### src/rtl/qdrc_pkg.sv
// Shared constants and helpers for the QDR controller blocks.
package qdrc_pkg;

    localparam int QDR_DATA_WIDTH  = 36;
    localparam int QDR_TAG_WIDTH   = 4;
    localparam int QDR_LAT_MIN     = 2;
    localparam int QDR_LAT_DEFAULT = 9;

    // Ceiling log2, usable in parameter expressions.
    function automatic int clog2(input int value);
        int result;
        result = 0;
        while ((1 << result) < value) begin
            result++;
        end
        return result;
    endfunction

endpackage

### src/rtl/qdrc_rd_pipe_if.sv
// User read port and PHY read-side signals of the QDR read-return path.
interface qdrc_rd_pipe_if
    import qdrc_pkg::*;
#(
    parameter int DATA_WIDTH = QDR_DATA_WIDTH,
    parameter int TAG_WIDTH  = QDR_TAG_WIDTH
) ();

    logic                    phy_rdy;
    logic                    phy_strb;
    logic [2*DATA_WIDTH-1:0] phy_data;
    logic                    usr_strb;
    logic [TAG_WIDTH-1:0]    usr_tag;
    logic                    usr_ack;
    logic [2*DATA_WIDTH-1:0] usr_data;
    logic [TAG_WIDTH-1:0]    usr_dtag;
    logic                    usr_dvld;
    logic                    usr_rdy;

    // Environment side: user requester plus PHY.
    modport master (
        output phy_rdy, phy_data, usr_strb, usr_tag, usr_rdy,
        input  phy_strb, usr_ack, usr_data, usr_dtag, usr_dvld
    );

    // Read-return pipe side.
    modport slave (
        input  phy_rdy, phy_data, usr_strb, usr_tag, usr_rdy,
        output phy_strb, usr_ack, usr_data, usr_dtag, usr_dvld
    );

endinterface

### src/rtl/qdrc_rd_fifo.sv
// Synchronous first-word-fall-through FIFO; head data reads as zero while empty.
module qdrc_rd_fifo
    import qdrc_pkg::*;
#(
    parameter  int WIDTH = 8,
    parameter  int DEPTH = 16,
    localparam int AW    = clog2(DEPTH),
    localparam int CW    = clog2(DEPTH + 1)
) (
    input  logic             clk,
    input  logic             reset_n,
    input  logic             push,
    input  logic [WIDTH-1:0] push_data,
    input  logic             pop,
    output logic [WIDTH-1:0] head_data,
    output logic [CW-1:0]    count,
    output logic             full,
    output logic             empty
);

    logic [WIDTH-1:0] mem [DEPTH];
    logic [AW-1:0]    wr_ptr;
    logic [AW-1:0]    rd_ptr;
    logic             push_ok;
    logic             pop_ok;

    assign full      = (count == CW'(DEPTH));
    assign empty     = (count == '0);
    // A full FIFO still accepts a push when the head leaves in the same cycle.
    assign push_ok   = push & (~full | pop);
    assign pop_ok    = pop & ~empty;
    assign head_data = empty ? '0 : mem[rd_ptr];

    // NOTE: storage has no reset; the empty flag masks stale contents, so clearing it buys nothing.
    always_ff @(posedge clk) begin
        if (push_ok) begin
            mem[wr_ptr] <= push_data;
        end
    end

    // NOTE: clocked blocks use <= only, so every register sees pre-edge values.
    always_ff @(posedge clk or negedge reset_n) begin
        if (!reset_n) begin
            wr_ptr <= '0;
            rd_ptr <= '0;
            count  <= '0;
        end else begin
            if (push_ok) wr_ptr <= wr_ptr + AW'(1);
            if (pop_ok)  rd_ptr <= rd_ptr + AW'(1);
            case ({push_ok, pop_ok})
                2'b10:   count <= count + CW'(1);
                2'b01:   count <= count - CW'(1);
                default: count <= count;
            endcase
        end
    end

endmodule

### src/rtl/qdrc_rd_pipe.sv
// QDR read-return path: credit-controlled strobe issue, tag tracking through a
// programmable-latency pipeline, and an output FIFO with user backpressure.
module qdrc_rd_pipe
    import qdrc_pkg::*;
#(
    parameter  int DATA_WIDTH  = QDR_DATA_WIDTH,
    parameter  int TAG_WIDTH   = QDR_TAG_WIDTH,
    parameter  int MAX_LATENCY = 16,
    parameter  int FIFO_DEPTH  = 16,
    localparam int LAT_WIDTH   = clog2(MAX_LATENCY + 1),
    localparam int CNT_WIDTH   = clog2(FIFO_DEPTH + 1)
) (
    input  logic                 clk,
    input  logic                 reset_n,
    input  logic [LAT_WIDTH-1:0] cfg_latency,
    output logic [LAT_WIDTH:0]   inflight,
    output logic                 err_ovf,
    qdrc_rd_pipe_if.slave        bus
);

    localparam int SUM_WIDTH = ((CNT_WIDTH > LAT_WIDTH + 1) ? CNT_WIDTH : LAT_WIDTH + 1) + 1;
    localparam int ENTRY_W   = TAG_WIDTH + 2 * DATA_WIDTH;

    logic [LAT_WIDTH-1:0] l_act;
    logic                 pipe_vld [1:MAX_LATENCY];
    logic [TAG_WIDTH-1:0] pipe_tag [1:MAX_LATENCY];
    logic                 tap_vld;
    logic [TAG_WIDTH-1:0] tap_tag;
    logic [SUM_WIDTH-1:0] credit_sum;
    logic                 credit_ok;
    logic [CNT_WIDTH-1:0] fifo_count;
    logic                 fifo_full;
    logic                 fifo_empty;
    logic                 fifo_pop;
    logic [ENTRY_W-1:0]   fifo_head;

    function automatic logic [LAT_WIDTH-1:0] clamp_latency(input logic [LAT_WIDTH-1:0] lat);
        if (lat < LAT_WIDTH'(QDR_LAT_MIN)) return LAT_WIDTH'(QDR_LAT_MIN);
        if (lat > LAT_WIDTH'(MAX_LATENCY)) return LAT_WIDTH'(MAX_LATENCY);
        return lat;
    endfunction

    // Every issued read owns a FIFO slot until it is consumed, so the FIFO cannot overflow.
    assign credit_sum   = SUM_WIDTH'(fifo_count) + SUM_WIDTH'(inflight);
    assign credit_ok    = (credit_sum < SUM_WIDTH'(FIFO_DEPTH));
    assign bus.usr_ack  = bus.usr_strb & bus.phy_rdy & credit_ok & reset_n;
    assign bus.phy_strb = bus.usr_ack;

    assign tap_vld = pipe_vld[l_act];
    assign tap_tag = pipe_tag[l_act];

    always_ff @(posedge clk or negedge reset_n) begin
        if (!reset_n) begin
            for (int k = 1; k <= MAX_LATENCY; k++) begin
                pipe_vld[k] <= 1'b0;
                pipe_tag[k] <= '0;
            end
        end else begin
            pipe_vld[1] <= bus.usr_ack;
            pipe_tag[1] <= bus.usr_tag;
            // Entries die at the tap so a later, longer latency never recaptures them.
            for (int k = 2; k <= MAX_LATENCY; k++) begin
                pipe_vld[k] <= pipe_vld[k-1] && (LAT_WIDTH'(k - 1) != l_act);
                pipe_tag[k] <= pipe_tag[k-1];
            end
        end
    end

    always_ff @(posedge clk or negedge reset_n) begin
        if (!reset_n) begin
            l_act    <= LAT_WIDTH'(QDR_LAT_MIN);
            inflight <= '0;
            err_ovf  <= 1'b0;
        end else begin
            // Latency only moves with the pipeline empty, so outstanding reads keep theirs.
            if (inflight == '0 && !bus.usr_ack) begin
                l_act <= clamp_latency(cfg_latency);
            end
            case ({bus.usr_ack, tap_vld})
                2'b10:   inflight <= inflight + (LAT_WIDTH + 1)'(1);
                2'b01:   inflight <= inflight - (LAT_WIDTH + 1)'(1);
                default: inflight <= inflight;
            endcase
            if (tap_vld && fifo_full && !fifo_pop) begin
                err_ovf <= 1'b1;
            end
        end
    end

    assign fifo_pop = ~fifo_empty & bus.usr_rdy;

    qdrc_rd_fifo #(
        .WIDTH (ENTRY_W),
        .DEPTH (FIFO_DEPTH)
    ) u_fifo (
        .clk       (clk),
        .reset_n   (reset_n),
        .push      (tap_vld),
        .push_data ({tap_tag, bus.phy_data}),
        .pop       (fifo_pop),
        .head_data (fifo_head),
        .count     (fifo_count),
        .full      (fifo_full),
        .empty     (fifo_empty)
    );

    assign bus.usr_dvld = ~fifo_empty;
    assign bus.usr_dtag = fifo_head[ENTRY_W-1 -: TAG_WIDTH];
    assign bus.usr_data = fifo_head[2*DATA_WIDTH-1:0];

endmodule

### src/flat_wrapper.sv
// flat-port wrapper written by rule: the top's interface ports become plain ports
module qdrc_rd_pipe_flat import qdrc_pkg::*;
#(
    parameter  int DATA_WIDTH  = QDR_DATA_WIDTH,
    parameter  int TAG_WIDTH   = QDR_TAG_WIDTH,
    parameter  int MAX_LATENCY = 16,
    parameter  int FIFO_DEPTH  = 16,
    localparam int LAT_WIDTH   = clog2(MAX_LATENCY + 1),
    localparam int CNT_WIDTH   = clog2(FIFO_DEPTH + 1)
)
  (clk, reset_n, cfg_latency, inflight, err_ovf, bus_phy_rdy, bus_phy_data, bus_usr_strb, bus_usr_tag, bus_usr_rdy, bus_phy_strb, bus_usr_ack, bus_usr_data, bus_usr_dtag, bus_usr_dvld);
  qdrc_rd_pipe_if #(.DATA_WIDTH(DATA_WIDTH), .TAG_WIDTH(TAG_WIDTH)) bus_i ();
  input  logic clk;
  input  logic reset_n;
  input  logic [LAT_WIDTH-1:0] cfg_latency;
  output logic [LAT_WIDTH:0] inflight;
  output logic err_ovf;
  input wire logic [$bits(bus_i.phy_rdy)-1:0] bus_phy_rdy;
  input wire logic [$bits(bus_i.phy_data)-1:0] bus_phy_data;
  input wire logic [$bits(bus_i.usr_strb)-1:0] bus_usr_strb;
  input wire logic [$bits(bus_i.usr_tag)-1:0] bus_usr_tag;
  input wire logic [$bits(bus_i.usr_rdy)-1:0] bus_usr_rdy;
  output wire logic [$bits(bus_i.phy_strb)-1:0] bus_phy_strb;
  output wire logic [$bits(bus_i.usr_ack)-1:0] bus_usr_ack;
  output wire logic [$bits(bus_i.usr_data)-1:0] bus_usr_data;
  output wire logic [$bits(bus_i.usr_dtag)-1:0] bus_usr_dtag;
  output wire logic [$bits(bus_i.usr_dvld)-1:0] bus_usr_dvld;
  assign bus_i.phy_rdy = bus_phy_rdy;
  assign bus_i.phy_data = bus_phy_data;
  assign bus_i.usr_strb = bus_usr_strb;
  assign bus_i.usr_tag = bus_usr_tag;
  assign bus_i.usr_rdy = bus_usr_rdy;
  assign bus_phy_strb = bus_i.phy_strb;
  assign bus_usr_ack = bus_i.usr_ack;
  assign bus_usr_data = bus_i.usr_data;
  assign bus_usr_dtag = bus_i.usr_dtag;
  assign bus_usr_dvld = bus_i.usr_dvld;
  qdrc_rd_pipe #(.DATA_WIDTH(DATA_WIDTH), .TAG_WIDTH(TAG_WIDTH), .MAX_LATENCY(MAX_LATENCY), .FIFO_DEPTH(FIFO_DEPTH)) u_core (.clk(clk), .reset_n(reset_n), .cfg_latency(cfg_latency), .inflight(inflight), .err_ovf(err_ovf), .bus(bus_i));
endmodule
### config.mk
export PLATFORM = sky130hd
export DESIGN_NAME = qdrc_rd_pipe_flat
export DESIGN_NICKNAME = d
export VERILOG_FILES = /design/src/rtl/qdrc_pkg.sv /design/src/rtl/qdrc_rd_pipe_if.sv /design/src/rtl/qdrc_rd_fifo.sv /design/src/rtl/qdrc_rd_pipe.sv /design/src/flat_wrapper.sv
export SDC_FILE = /design/constraint.sdc
export NUM_CORES = 1
export LEC_CHECK = 0
export CAP_MARGIN = 20
export CORE_UTILIZATION = 40
export CTS_CLUSTER_SIZE = 40
export DETAILED_ROUTE_END_ITERATION = 8
export GPL_ROUTABILITY_DRIVEN = 0
export GPL_TIMING_DRIVEN = 0
export SYNTH_ARGS = -nofsm -noshare
export SYNTH_HDL_FRONTEND = slang
export SYNTH_SLANG_ARGS = --single-unit
### constraint.sdc
create_clock -name clk -period 11.9 [get_ports clk]
set_clock_uncertainty 0.2 [all_clocks]
set_input_delay 1.785 -clock clk [delete_from_list [all_inputs] [get_ports clk]]
set_output_delay 1.785 -clock clk [all_outputs]
set_load 0.05 [all_outputs]
# Yosys cells after proc, flatten, opt, wreduce, memory -nomap -nowiden
# Memories as Yosys holds them, arrays and structs flattened.
# Index checks and enable logic that the tools add are counted.
# classes
addsub	7
magnitude_cmp	4
n_eq_ne	20
mux	20
bitwise_logic	10
n_reduce_logical	24
# op_table
cell	n
two-way mux 76 bit	1
!= test 4 x 5 -> 1 bit (first input constant)	8
binary-select mux 4 bit (select 5 bit)	1
two-way mux 5 bit	4
!= test 3 x 5 -> 1 bit (first input constant)	4
logical AND 1 bit	18
case mux 6 bit (2 select lines)	1
!= test 2 x 5 -> 1 bit (first input constant)	2
case mux 5 bit (2 select lines)	1
two-way mux 1 bit	9
adder 4 x 1 -> 4 bit (second input constant)	2
two-way mux 4 bit	2
adder 5 x 6 -> 7 bit	1
less-than comparator 7 x 5 -> 1 bit (second input constant)	1
adder 6 x 1 -> 6 bit (second input constant)	1
AND 1 bit	6
>= comparator 6 bit (second input constant)	1
logical NOT 6 bit	1
NOT 5 -> 6 bit	1
subtractor 6 x 1 -> 6 bit (second input constant)	1
adder 5 x 1 -> 5 bit (second input constant)	1
binary-select mux 1 bit (select 5 bit)	1
equality test 5 bit (second input constant)	1
> comparator 5 bit (second input constant)	1
other kinds (10)	15
# totals
regBits	105
ramBits	1216
inputBits	86
output_inout_bits	86
wordCells	124
n_memories	1
# mem_list
memory	depth	width	rd	rd_clocked_by_memory_dff	write_ports	line	source
u_core.u_fifo.mem	16	76	1	0	1	qdrc_rd_fifo.sv:21	logic [WIDTH-1:0] mem [DEPTH];

# Logic depth before layout (Yosys ltp)
# Gate-level depths: netlist of the first run.
# logic_depth
depth_word	11
ltp_mapped	16
depth_no_buf	13

# By module
# A second synthesis of the first run with hierarchy kept.
# unflattened
cells_unflattened	2288
area_unflattened_um2	51069.0
# modules_own_cells
module	instances	cells_per_inst	area_each_um2	seq_area_each_um2
qdrc_rd_fifo	1	2025	47294.1	36840.3
qdrc_rd_pipe	1	263	3774.9	2303.5

# Worst setup path after synthesis of the first run
# Ideal clock, no wire load.
# synth_path
path_type	input port to output port
startpoint	in reset_n
endpoint	out bus_usr_ack
t_arrival_ns	3.394
required_time_ns	9.915
path_slack_ns	6.521
cell_stages	4
n_path_buf	1
path_cell_list	nor4b_1 nand4b_1 a21oi_1 buf_4
# synth_between
elab_chain_len	1
# synth_rtl
element	line	source
start: declaration	flat_wrapper.sv:14	input logic reset_n;
AND 1 bit	qdrc_rd_pipe.sv:46	assign bus.usr_ack = bus.usr_strb & bus.phy_rdy & credit_ok & reset_n;
end: declaration	flat_wrapper.sv:24	output wire logic [$bits(bus_i.usr_ack)-1:0] bus_usr_ack;
# Every way passes these cells.

# Worst setup path after layout of the first run
# layout_path
startpoint	reg u_core.u_fifo.rd_ptr[1]
endpoint	out bus_usr_dtag[3]
# layout_between
elab_chain_len	2
# layout_rtl
element	line	source
start: declaration	qdrc_rd_fifo.sv:23	logic [AW-1:0] rd_ptr;
start signal: assignment	qdrc_rd_fifo.sv:49	if (pop_ok) rd_ptr <= rd_ptr + AW'(1);
memory (16 x 76 bit)	--	
two-way mux 76 bit	qdrc_rd_fifo.sv:32	assign head_data = empty ? '0 : mem[rd_ptr];
end: declaration	flat_wrapper.sv:26	output wire logic [$bits(bus_i.usr_dtag)-1:0] bus_usr_dtag;
# Every way passes these cells.

==> results of run 1 <==
## Yosys cell counts (6+ instances only)
master,number
a21boi_0,8
and2_1,82
and3_1,14
buf_1,11
buf_2,16
buf_4,23
buf_6,8
clkbuf_1,51
dfrtp_1,104
edfxtp_1,1216
ha_1,18
inv_1,23
mux2_2,7
mux2i_1,9
mux4_2,397
nand2_1,15
nor2_1,7
nor2b_1,6
o21ai_0,13
xnor2_1,6
xor2_1,9
## layout by cell type, fill, tap and decap left out, types with 22 or more instances in the layout
cell type	instances
dfrtp_1	104
and2_1	78
edfxtp_1	1216
clkdlybuf4s50_1	170
inv_1	23
mux4_2	397
clkbuf_1	72
clkbuf_16	144
buf_4	26
clkinv_2	22
clkinv_1	42
## per-stage QoR
stage | instances | utilization [%]
6_report | 4215 | 47.5
5_1_grt | 4215 | 47.5
4_1_cts | 4211 | 47.5
3_5_place_dp | 3956 | 43.9
3_3_place_gp | 3924 | 43.3
2_1_floorplan | 2103 | -
## power groups by stage
stage	Combinational, mW	Clock (mW)	Sequential [mW]
final	5.50	4.22	5.46
after detailed placement	5.57	0	5.56
after floorplan	3.67	0	5.58
after global placement	5.45	0	5.58
after CTS	5.59	4.29	5.46
after global routing	5.81	4.47	5.48
## area by class of cell
cell class,instances,area share [%]
Sequential cell,1321,65.6
Multi-Input combinational cell,650,18.2
Clock buffer,165,6.17
Timing Repair Buffer,206,4.10
Tap cell,1650,3.46
Clock inverter,90,1.33
Buffer,109,0.965
Inverter,23,0.145
Antenna cell,1,0.00420
## final timing paths
kind,endpoint,slack (ns),depth (start not counted)
worst min-delay path,u_core.pipe_tag[17],0.16,0
min in group asynchronous,u_core.pipe_tag[5],0.80,1
max in group asynchronous,u_core.l_act[1],9.98,2
worst max-delay path,bus_usr_dtag[3],4.93,7
worst min register to register,u_core.pipe_tag[17],0.16,0
worst max register to register,u_core.u_fifo.count[4],7.97,14
## layer usage
layer	track usage, %	vias up
li1	-	9649
met1	26.0	12600
met2	30.7	790
met3	4.07	168
met4	4.25	22
met5	0	-
## worst max-delay path: cells and delay by family, from the launching register on
family | cells | cell delay [ns]
buffers and inverters | 4 | 2.80
DFF | 1 | 0.35
and+or+nand+nor | 1 | 0.17
muxes | 2 | 0.89
## cells by family after synthesis
family	Yosys count	synth area share [%]
AND/OR/NAND/NOR	151	1.81
buffers and inverters	132	1.31
AO/OA/AOI/OAI	51	0.698
multiplexers	413	18.0
flip-flops	1321	77.4
XOR/XNOR	15	0.260
adder cells (fa/ha/maj)	20	0.524
## sequential cells by signal, summed over array words and instances (netlist names)
| register | cells |
|---|---|
| u_core.u_fifo.mem | 1216 |
| u_core.pipe_tag | 64 |
| u_core.pipe_vld | 16 |
| u_core.inflight | 6 |
| u_core.l_act | 5 |
| u_core.u_fifo.count | 5 |
| u_core.u_fifo.rd_ptr | 4 |
| u_core.u_fifo.wr_ptr | 4 |
| u_core.err_ovf | 1 |
==> metrics.md, run 1 <==
| Metric | Value |
|---|---|
| Status | `finished, final reports clean` |
| WP data arrival | `4.98 ns` |
| Avg Inst Size Synth | `24.1 um^2` |
| Worst EP required | `9.92 ns` |
| Uppermost routed layer | `met5` |
| Number of global-route vias before repair | `24900` |
| WL final | `~120000 um` |
| Slew Viols, Final | `0` |
| Peak VDD IR | `0.166 mV` |
| Min Tclk post-route | `6.97 ns` |
| DP Worst Slack | `5.48 ns` |
| Layout fillers | `10100` |
| Post-synth top area share | `72.2%` |
| # Post-CTS Setup Buffers | `0` |
| Post-synth ARST share | `between 7 and 8%` |
| I/O pin count | `between 150 and 200` |
| Post-Route M1 WL | `49900 um` |
| Sequential fraction of the synthesis area | `77.4%` |
| DR WL met3 | `7590 um` |
| Total GRT Usage | `18.8%` |
| Antenna-violating nets left | `0` |
| Layout cell share with drive strength beyond 1 | `27.3%` |
| Worst path slowest cell | `clkdlybuf4s50_1` |
| Design area | `around 0.06 mm^2` |
| Overall power | `~15 mW` |
| Synth warn | `0` |
| Yosys top cell by area | `edfxtp_1` |
| Rows | `130` |
| DR pass1 iterations | `5` |
| DRT iter0 DRCs | `2347` |
| Nets | `approximately 2600` |
| Ys flop type | `edfxtp_1` |
| Mapped Nets | `2209` |
| Worst hold start | `u_core.pipe_tag[21]` |
| Post-cts hold buffer count | `0` |
| Synthesized cell area | `0.0506 mm^2` |
| CP startpoint | `u_core.u_fifo.rd_ptr[1]` |
| Area grow syn2layout | `17.9%` |
| Crit Path Class | `reg -> out` |
| Clk sinks | `1321` |
| Area contributors post-synth | `edfxtp_1, mux4_2, dfrtp_1` |
| Syn Inst Count | `2103` |
| Netlist cell types | `52` |
| Worst min-delay path category | `reg -> reg` |
| Largest net degree at the start of global routing | `75` |
| Die Span Y | `358 um` |
| Initial antenna violation count | `18` |
| DR WL/cell | `28.1 um` |
| Grt total ovfl | `0` |
| Via count | `roughly 23000` |
| Root buffer cell | `clkbuf_16` |
| Clk_lat worst skew | `0.74 ns` |
| RSZ-0062 raised after global routing | `no` |
| Final setup vio count | `0` |
| Critical Path, Cell by Cell | `buf_2 > clkbuf_1 > clkbuf_1 > mux4_2 > mux4_2 > and2_1 > clkdlybuf4s50_1` |
| Full die area | `~0.13 mm^2` |
| Post-synth EDFFs | `~1200` |
| Switching share of power | `33.3%` |
| Die X | `358 um` |
| CTS Buffer Depth | `3` |
| Setup TNS | `0 ns` |
| Switching power | `5.05 mW` |
| Critical Path Start Type | `flop` |
| Slew @ Worst Pin | `1.02 ns` |
| WL met2 | `58800 um` |
| Initial Util | `40.3%` |
| Fin crit share | `58.6%` |
| Register bit total from synthesis | `1321` |
| Logic pwr share | `36.3%` |
| Global-route wire length before repair | `172000 um` |
| Worst Setup Slack, final | `4.93 ns` |
| Int Pwr | `10.1 mW` |
| Reg area | `around 0.039 mm^2` |
| Clk network pwr share | `27.8%` |
| Resize count post-CTS | `0` |
| Worst R2R Start | `u_core.l_act[1]` |
| Sequential share of power | `36.0%` |
| Worst hold slack | `~0.16 ns` |
| CTS tree | `yes` |
| Placement-stage cell area | `~0.055 mm^2` |
| Clock slew at reported path FFs | `0.06 ns` |
| Post-route DRC | `0` |
| Relative slew slack | `between 30% and 40%` |
| Maxcap violations | `0` |
| Critical path's largest stage delay | `about 0.86 ns` |
| Worst Setup End Kind | `output pin` |
| # port buffers | `171` |
| H-tree depth | `4` |
| DP Wirelength | `roughly 68000 um` |
| Leak Pwr | `19.0 nW` |
| Hold Vio Cnt, Final | `0` |
| CTS Buf Count | `139` |
| Area of the multi-input gates | `around 0.011 mm^2` |
| Fmax | `144 MHz` |
| Area of the core | `~0.13 mm^2` |
| Worst Path Max Fanout | `10` |
| Vias per cell | `5.51` |
| Pwr dens | `255 mW/mm^2` |
Note: power is estimated with default switching activity, not from simulation.
==> run 2, diff against run 1 <==
clock period = 6.2 ns   (was 11.9 ns; I/O delays follow)
==> run 2 against run 1 <==
  * Clock power rose by 92%
  * Via count barely moved
  * Register-to-register slack got worse by 5.7 ns
  * Combinational power rose by 93%
  * Critical path depth did not move
  * Sequential power rose by 92%
  * Wire length barely moved
  * Largest cell class unchanged
==> metrics.md, run 2 (synthesis results as in run 1) <==
| Metric | Value |
|---|---|
| Status | `finished, final reports clean` |
| Relative slew slack | `31.0% (-1.3 points)` |
| Initial antenna violation count | `18 (unchanged)` |
| DRT iter0 DRCs | `2356 (+0.38%)` |
| CTS Buffer Depth | `3 (unchanged)` |
| Full die area | `0.128 mm^2 (unchanged)` |
| Clk network pwr share | `27.8% (about the same)` |
| Global-route wire length before repair | `172000 um (about the same)` |
| Clk_lat worst skew | `0.74 ns (about the same)` |
| # Post-CTS Setup Buffers | `0 (unchanged)` |
| Final setup vio count | `0 (unchanged)` |
| Hold Crit Depth | `0 (unchanged)` |
| Slew @ Worst Pin | `1.03 ns (+0.0192 ns)` |
| Die Span Y | `358 um (unchanged)` |
| Final core utilization | `47.5% (about the same)` |
| Rows | `130 (unchanged)` |
| Largest net degree at the start of global routing | `75 (unchanged)` |
| Max reg flops | `1216 (unchanged)` |
| WP data arrival | `4.97 ns (about the same)` |
| DP Wirelength | `68300 um (unchanged)` |
| DR WL met3 | `7790 um (+2.7%)` |
| Worst Setup End Kind | `output pin` |
| Worst R2R Start | `u_core.l_act[1]` |
| Die X | `358 um (unchanged)` |
| Int Pwr | `19.4 mW (+92%)` |
| I/O pin count | `172 (unchanged)` |
| CTS tree | `yes` |
| Post-route DRC | `0 (unchanged)` |
| Area of the core | `0.126 mm^2 (unchanged)` |
| Critical Path Start Type | `flop` |
| Worst R2R End | `u_core.u_fifo.count[4]` |
| Layout fillers | `10100 (-0.020%)` |
| Post-cts hold buffer count | `1 (+1)` |
| Sequential share of power | `36.0% (about the same)` |
| Hold EP | `u_core.pipe_tag[17]` |
| Hold Vio Cnt, Final | `0 (unchanged)` |
| Most frequent cells in the layout | `edfxtp_1, mux4_2, clkdlybuf4s50_1` |
| Worst min-delay path category | `reg -> reg` |
| WL final | `118000 um (about the same)` |
| Switching share of power | `33.3% (about the same)` |
| DR WL/cell | `28.1 um (-0.12%)` |
| CTS Buf Count | `139 (unchanged)` |
| R2R cell count | `14 (unchanged)` |
| Vias per cell | `5.50 (-0.13%)` |
| Nets | `2557 (+0.039%)` |
| Setup TNS | `0 ns (unchanged)` |
| Antenna-violating nets left | `0 (unchanged)` |
| Worst hold start | `u_core.pipe_tag[21]` |
| Post-Route M1 WL | `49700 um (-0.45%)` |
| Clock slew at reported path FFs | `0.06 ns (about the same)` |
| DR pass1 iterations | `5 (unchanged)` |
| Grt total ovfl | `0 (unchanged)` |
| Fin crit share | `98.3%` |
| Initial Util | `40.3% (unchanged)` |
| Fmax | `164 MHz` |
| Slew Viols, Final | `0 (unchanged)` |
| Leak Pwr | `19.0 nW (about the same)` |
| H-tree depth | `4 (unchanged)` |
| Total GRT Usage | `18.8% (about the same)` |
| Uppermost routed layer | `met5` |
| # port buffers | `171 (unchanged)` |
| R2R setup slack | `2.28 ns (-5.69 ns)` |
| Number of global-route vias before repair | `24900 (-0.024%)` |
| Pwr dens | `488 mW/mm^2 (+92%)` |
| Worst EP required | `5.07 ns (-4.85 ns)` |
| RSZ-0062 raised after global routing | `no` |
| Logic pwr share | `36.3% (about the same)` |
| Area grow syn2layout | `17.9% (about the same)` |
| Layout cell share with drive strength beyond 1 | `27.3% (about the same)` |
| Root buffer cell | `clkbuf_16` |
| Resize count post-CTS | `0 (unchanged)` |
| Switching power | `9.69 mW (+92%)` |
| Clk sinks | `1321 (unchanged)` |
| Via count | `23200 (-0.082%)` |
| WL met2 | `58800 um (about the same)` |
| Maxcap violations | `0 (unchanged)` |
| Worst Path Max Fanout | `10 (unchanged)` |
| Reg with most FFs | `u_core.u_fifo.mem` |
| Largest regs | `u_core.u_fifo.mem x1216, u_core.pipe_tag x64, u_core.pipe_vld x16` |
| Min Tclk post-route | `6.10 ns` |
| Peak VDD IR | `0.319 mV (+92%)` |
| Crit Path Class | `reg -> out` |
| Most common library cell in the layout ignoring fill and taps | `edfxtp_1` |
-- run 2: changes by cell type in the layout (fill, tap and decap cells not counted), sizes merged --
| cell | change |
|---|---|
| dlygate4sd3 | +1 |
| diode | +1 |
-- run 2: final cells by class --
cell class | instances | area [um^2] | area share, %
Antenna cell | 2 | 5.00 | 0.00839
Timing Repair Buffer | 207 | 2460 | 4.12
Sequential cell | 1321 | 39100 | 65.6
Inverter | 23 | 86.3 | 0.145
Tap cell | 1650 | 2060 | 3.46
Clock buffer | 165 | 3680 | 6.17
Buffer | 109 | 576 | 0.965
Clock inverter | 90 | 791 | 1.33
Multi-Input combinational cell | 650 | 10800 | 18.2
-- run 2: worst max-delay path, cell delays in order (launching register included) --
cell,delay [ns]
dfrtp_1,0.35
buf_2,0.36
clkbuf_1,0.78
clkbuf_1,0.80
mux4_2,0.43
mux4_2,0.46
and2_1,0.17
clkdlybuf4s50_1,0.85
-- run 2: layer usage --
metal  GRT usage (%)  vias to the layer above
met5               0                        -
met4            4.25                       22
met3            4.07                      162
met2            30.7                      778
met1            26.0                    12600
li1                -                     9644
-- run 2: power groups by stage --
stage | clock network (mW) | logic (mW) | registers [mW]
CTS | 8.24 | 10.7 | 10.5
finish | 8.09 | 10.6 | 10.5
detailed placement | 0 | 10.7 | 10.7
floorplan | 0 | 7.05 | 10.7
global route | 8.58 | 11.2 | 10.5
global placement | 0 | 10.5 | 10.7
-- run 2: worst max-delay path by stage --
stage | startpoint | to | cells past startpoint
final | u_core.u_fifo.rd_ptr[1] | bus_usr_dtag[3] | 7
after CTS | u_core.u_fifo.rd_ptr[1] | bus_usr_data[20] | 7
after floorplan | u_core.l_act[1] | u_core.u_fifo.mem[10][0] | 7
after global routing | u_core.u_fifo.rd_ptr[1] | bus_usr_data[2] | 7
after global placement | reset_n | bus_usr_ack | 6
after detailed placement | u_core.u_fifo.rd_ptr[1] | bus_usr_data[53] | 7
-- run 2: metrics by stage --
stage	worst slack (ns)	cells	hold slack, ns	power, mW	cell area [um^2]
after CTS	0.0800	4212	0.174	29.5	59600
final	0.102	4217	0.160	29.1	59700
after floorplan	1.99	2103	0.149	17.8	50600
after global routing	0.00523	4216	0.188	30.3	59600
after global placement	-1.53	3924	0.153	21.2	54400
after detailed placement	0.899	3956	0.157	21.4	55100
